[src/rtl/boolean_expression_2_pkg.sv]
// Shared constants and helpers for the boolean_expression_2 block: the default
// minterm map, default counter width and the LUT index type.
package boolean_expression_2_pkg;

    // Minterms 3,4,5,7,8,9,10,11,15 -> Y = A&~B | C&D | ~A&B&~C
    localparam logic [15:0] DEFAULT_TRUTH_TABLE = 16'h8FB8;
    localparam int          DEFAULT_CNT_W       = 8;
    localparam int          LUT_ENTRIES         = 16;

    typedef logic [3:0] lut_idx_t;

    function automatic lut_idx_t pack_idx(input logic a, input logic b,
                                          input logic c, input logic d);
        return {a, b, c, d};
    endfunction

endpackage

[src/rtl/boolean_expression_2_lut4.sv]
// bool_lut4: purely combinational 16-entry lookup; output follows the index
// with zero latency and no clock dependence.
module bool_lut4
    import boolean_expression_2_pkg::*;
#(
    parameter logic [15:0] TRUTH_TABLE = DEFAULT_TRUTH_TABLE
) (
    input  lut_idx_t idx,
    output logic     y
);

    logic [LUT_ENTRIES-1:0] table_bits;

    assign table_bits = TRUTH_TABLE;

    // An X/Z index is allowed to propagate straight through to y.
    always_comb begin
        y = table_bits[idx];
    end

endmodule

[src/rtl/boolean_expression_2.sv]
// boolean_expression_2: fixed 4-input Boolean function with a registered copy
// of the result and a saturating count of clock edges on which it was high.
module boolean_expression_2
    import boolean_expression_2_pkg::*;
#(
    parameter logic [15:0] TRUTH_TABLE = DEFAULT_TRUTH_TABLE,
    parameter int          CNT_W       = DEFAULT_CNT_W
) (
    input  logic             A,
    input  logic             B,
    input  logic             C,
    input  logic             D,
    output logic             Y,
    input  logic             clk,
    input  logic             rst,
    input  logic             cnt_clr,
    output logic             y_q,
    output logic [CNT_W-1:0] hi_cnt
);

    localparam logic [CNT_W-1:0] CNT_MAX = {CNT_W{1'b1}};
    localparam logic [CNT_W-1:0] CNT_ONE = CNT_W'(1);

    lut_idx_t idx;

    function automatic logic [CNT_W-1:0] sat_inc(input logic [CNT_W-1:0] cnt);
        if (cnt == CNT_MAX) begin
            return cnt;
        end
        return cnt + CNT_ONE;
    endfunction

    assign idx = pack_idx(A, B, C, D);

    bool_lut4 #(
        .TRUTH_TABLE(TRUTH_TABLE)
    ) u_lut (
        .idx(idx),
        .y  (Y)
    );

    always_ff @(posedge clk or posedge rst) begin
        if (rst) begin
            y_q <= 1'b0;
        end else begin
            y_q <= Y;
        end
    end

    // Clear takes priority over counting; at all-ones the counter holds.
    always_ff @(posedge clk or posedge rst) begin
        if (rst) begin
            hi_cnt <= '0;
        end else if (cnt_clr) begin
            hi_cnt <= '0;
        end else if (Y) begin
            hi_cnt <= sat_inc(hi_cnt);
        end
    end

endmodule

[config.mk]
export PLATFORM = sky130hd
export DESIGN_NAME = boolean_expression_2
export DESIGN_NICKNAME = d
export VERILOG_FILES = /design/src/rtl/boolean_expression_2_pkg.sv /design/src/rtl/boolean_expression_2_lut4.sv /design/src/rtl/boolean_expression_2.sv
export SDC_FILE = /design/constraint.sdc
export NUM_CORES = 1
export LEC_CHECK = 0
export CAP_MARGIN = 10
export CORE_AREA = 3 3 40 42
export CTS_CLUSTER_DIAMETER = 30
export CTS_CLUSTER_SIZE = 25
export DETAILED_ROUTE_END_ITERATION = 10
export DIE_AREA = 0 0 43 45
export PLACE_DENSITY = 0.78
export SLEW_MARGIN = 20
export SYNTH_ARGS = -nofsm -noshare
export SYNTH_HDL_FRONTEND = slang
export SYNTH_SLANG_ARGS = --single-unit
[constraint.sdc]
create_clock -name clk -period 3.3 [get_ports clk]
set_input_delay 0.66 -clock clk [delete_from_list [all_inputs] [get_ports clk]]
set_output_delay 0.66 -clock clk [all_outputs]
set_load 0.01 [all_outputs]
* After elaboration in Yosys (flattened, before gate mapping) *
Memories as Yosys holds them, arrays and structs flattened.
Index checks and enable logic that the tools add are counted.
Widths: inputs -> output; s select.

operators by class
  add/sub/neg operators = 1
  $mul = 0
  div/mod/pow operators = 0
  order comparisons = 1
  equal/unequal tests = 2
  shift-type cells = 0
  mux-type cells = 7
  bitwise logic cells = 0
  reduce and logical (&&, ||, !) cells = 2

operators with widths
  kind                 number
  $mux 8               3
  $add 8x1->8 const B  1
  $eq 8x8->1 const B   1
  $lt 4x5->1 const B   1
  $mux 1               4
  $ne 3x3->1 const B   1
  $reduce_and 2->1     1
  $reduce_bool 2->1    1

word-level totals
  register bits after elaboration = 9
  latch bits = 0
  RAM bits = 0
  bits in read-only memories = 16
  input bits = 7
  logic and storage cells = 16
  memories = 1

memory list
  name              depth  bits a word  read ports  clocked after Yosys merged registers in  wr ports  line                             source
  (name not given)  16     1            1           0                                        0         boolean_expression_2_lut4.sv:18  y = table_bits[idx];

* Depth between registers and ports, before layout *
  word-level depth = 7
  gate-level depth with buffers = 5

* Hierarchy *
Synthesis repeated with hierarchy kept, for this count alone.

unflattened totals
  cell total of the unflattened synthesis = 50
  area, all modules = 533.0 um2

modules (own cells, without submodules)
  module                instances  cells each  area each (um2)  sequential area each (um2)
  boolean_expression_2  1          47          513.0            225.2
  bool_lut4             1          3           20.0             0.0

* Worst setup path after synthesis *
OpenSTA, ideal clock, no wires.

  kind = input to output
  from = in C
  to = out Y
  arrival time = 1.257 ns
  required time = 2.640 ns
  setup slack = 1.383 ns
  stages on the path = 2
  path buffers = 0
  cells stage by stage = or3b_4 -> nand3_1

between the ends
  longest elaborated chain between the ends = 2

RTL lines
  element                       line                             source
  start, declared               boolean_expression_2.sv:11       input logic C,
  $mem_v2 16x1                  --
  $mux 1 (not written as such)  boolean_expression_2_lut4.sv:18
  end, declared                 boolean_expression_2.sv:13       output logic Y,

Every way passes these cells. The select of a mux whose other input is x is not followed.

* Worst setup path after layout *
  from = in B
  to = out Y

between the ends
  longest elaborated chain between the ends = 2

RTL lines
  element                       line                             source
  start, declared               boolean_expression_2.sv:10       input logic B,
  $mem_v2 16x1                  --
  $mux 1 (not written as such)  boolean_expression_2_lut4.sv:18

Every way passes these cells. The select of a mux whose other input is x is not followed.

==> qor.json <==
{
  "floorplan": {
    "io_pins": 17,
    "fp.dieArea_sq_um": 1940,
    "fp-row-count": 13,
    "placeable_core_region_sq_um": 1280,
    "starting_density_of_the_core": 0.405,
    "die_height_um": 45,
    "die_span_x_um": 43
  },
  "synthesis": {
    "synth_compound_gate_area_share": 0.207,
    "yosys.cell_types.count": 25,
    "netlist_instances": 48,
    "combinational_family_with_the_most_area_after_synthesis": "simple AND/OR/NAND/NOR gates",
    "yosys_warning_count": 0,
    "simple_logic_cell_fraction_of_the_synthesized_area": 0.248,
    "synth.ff_latch_count": 9,
    "syn_area_sq_um": 520,
    "synthesis.area_per_instance_sq_um": 10.8,
    "syn-num-nets": 56,
    "synth_sequential_area_ratio": 0.433,
    "multiplexer_share_of_the_synthesized_area": 0.0481,
    "synth_fa_ha_area_frac": 0.0240,
    "synthXorXnorAreaFrac": 0.0168
  },
  "sta": {
    "finalMaxSlewViolations": 0,
    "report.final.hold_viol_count": 0,
    "totalNegativeSetupSlack_ns": 0,
    "post-route-min-period_ns": 2.98,
    "achievable-frequency_mhz": 336,
    "rsz_0062_raised_after_global_routing": "no",
    "skew_ns": 0.00379,
    "min_period_over_period": 0.902,
    "maxSlewHeadroom": 0.755,
    "setup_viol_count_final": 0,
    "tightestPinTransition_ns": 0.366
  },
  "finish": {
    "drive_above_1_share": 0.104,
    "antenna_cells": 0,
    "layout.cell_area.non_filler_sq_um": 721,
    "area_growth_syn_to_layout_pct": 38.5,
    "finalNetCount": 76
  },
  "drt": {
    "drt-initial-drc-count": 17,
    "met2RoutedLength_um": 635,
    "drt-met1-wl_um": 499,
    "vias_per_cell": 5.76,
    "firstDrtPassIters": 4,
    "drc_errors": 0,
    "routedWlPerCell_um": 14.8,
    "detailroute.via_count": 472,
    "route.final.wire_length_um": 1210,
    "routed.top_layer": "met4",
    "wl_met3_um": 63,
    "drtAntennaViolNets": 0
  },
  "worst_setup_path": {
    "worst-r2r-setup-slack_ns": 1.44,
    "critical-path-slowest-cell": "clkdlybuf4s50_1",
    "timing.critical_path.mode_cell": "clkdlybuf4s50_1",
    "critical_path_peak_fanout": 6,
    "critPathMaxStageDelay_ns": 0.58,
    "worstRegToRegCells": 5,
    "r2r_end": "hi_cnt[3]",
    "worstPathArrival_ns": 2.32,
    "cp_num_buf_inv": 2,
    "worst_r2r_startpoint": "hi_cnt[0]",
    "worst_setup_path_end_kind": "output port",
    "critical_path_required_ns": 2.64,
    "timing.critical_path.max_delay_family": "buffers and inverters",
    "critical_path.startpoint_type": "input pin",
    "criticalPathCategory": "input pin to output port",
    "crit_path_cell_trace": "clkdlybuf4s50_1 -> or3b_4 -> nand3_1 -> clkdlybuf4s50_1"
  },
  "clock_network": {
    "worst_skew_pair.late_latency_ns": 0.26,
    "h_tree_lvls": 1,
    "post_cts.repair.setup_buffers": 0,
    "numCtsBuffers": 3,
    "ctsHoldBuffers": 0,
    "clkSinkCount": 9,
    "number_of_instances_resized_during_post_cts_repair": 0,
    "cts.clk_slew.worst_paths_ns": 0.06,
    "cts_root_buf": "clkbuf_4",
    "cts.path.max_buffers": 2,
    "tritoncts": "done"
  },
  "pwr": {
    "power.density_cell_area_nw_per_um2": 353,
    "power.leakage_nw": 0.313,
    "peakVddDrop_mv": 0.167
  },
  "global_route": {
    "grt_first_pass_wirelength_um": 2000,
    "gr_overflow_total": 0,
    "grt_antenna_before_repair": 0,
    "groute.usage.overall": 0.145,
    "grt_pass1_vias": 434,
    "grt_start_max_net_pins": 12
  },
  "job": {
    "maximum_capacitance_violations": 0
  },
  "min_path": {
    "min_from": "hi_cnt[6]",
    "hold-path-cell-count": 1,
    "whs_endpoint": "hi_cnt[6]",
    "hold_path.class": "flop to flop"
  },
  "place": {
    "numPortBuffers": 16,
    "routabilityCongestion": 0.686,
    "dp_hpwl_um": 928,
    "place_area_sq_um": 694
  },
  "run_status": {
    "status": "completed"
  }
}
[logic make-up (layout without fill, tap and decap cells)]
family | count (synthesis) | in the layout
AO/OA/AOI/OAI | 12 | 12
XOR/XNOR | 1 | 1
adder cells (fa/ha/maj) | 1 | 1
buffers and inverters | 3 | 22
flip-flops | 9 | 9
multiplexers | 2 | 2
AND/OR/NAND/NOR | 20 | 20
[layout by cell type (no fill, tap or decap), drive strengths merged, types with 3 or more instances in the layout]
cell,netlist,final
nand3,3,3
clkdlybuf4s50,0,16
a31oi,3,3
and4,3,3
dfrtp,9,9
nor2,5,5
clkbuf,0,4
[cells in the mapped netlist, drive strengths merged]
library cell,instances,share of area
o21a,1,0.014
a311oi,2,0.034
and3,1,0.012
xnor2,1,0.017
inv,2,0.014
a32oi,1,0.053
a41o,1,0.019
nand2b,2,0.024
or3b,1,0.022
buf,1,0.0096
and4,3,0.050
ha,1,0.024
mux2i,1,0.019
nand4,1,0.024
dfrtp,9,0.43
mux2,1,0.029
nor2b,2,0.024
a21oi,2,0.019
a211oi,1,0.014
a31oi,3,0.036
nor2,5,0.036
nand3,3,0.029
a31o,1,0.017
nand2,1,0.0072
and4b,1,0.019
[cell type report]
cell class,instances,area (sq um)
tap,15,18.8
inverter,2,7.51
multi-input combinational,36,283
timing repair buffer,16,160
fill,121,564
sequential,9,225
clock buffer,4,26.3
[sequential cells by signal, summed over array words and instances, names as in the netlist]
name    flops
y_q         1
hi_cnt      8
[worst max-delay path by stage]
stage          start  endpoint  slack (ns)  depth (start not counted)
4_1_cts            B         Y        0.31                          4
5_1_grt            B         Y        0.26                          4
2_1_floorplan      C         Y        1.38                          2
6_report           B         Y        0.32                          4
3_3_place_gp       B         Y        0.38                          4
3_5_place_dp       B         Y        0.32                          4
[per-stage QoR]
step,total power (W),std cells,setup WS (ns),util,hold WS (ns)
after floorplan,0.000146,48,1.38,-,0.488
after global placement,0.000168,78,0.378,0.540,0.549
after detailed placement,0.000170,78,0.317,0.540,0.573
after CTS,0.000259,82,0.312,0.561,0.586
after global routing,0.000272,82,0.260,0.561,0.623
final,0.000254,82,0.323,0.561,0.574
[power breakdown]
group / internal, W / total (W) / switching (W)
logic: 0.0000255 / 0.0000466 / 0.0000211
registers: 0.000115 / 0.000121 / 0.00000583
clock network: 0.0000467 / 0.0000869 / 0.0000402
[per-layer routing]
| metal | vias up | GRT usage |
|---|---|---|
| met5 | - | 0 |
| li1 | 226 | - |
| met2 | 20 | 0.246 |
| met3 | 2 | 0.0518 |
| met4 | 0 | 0.0723 |
| met1 | 224 | 0.163 |
(Power assumes the default switching activity.)
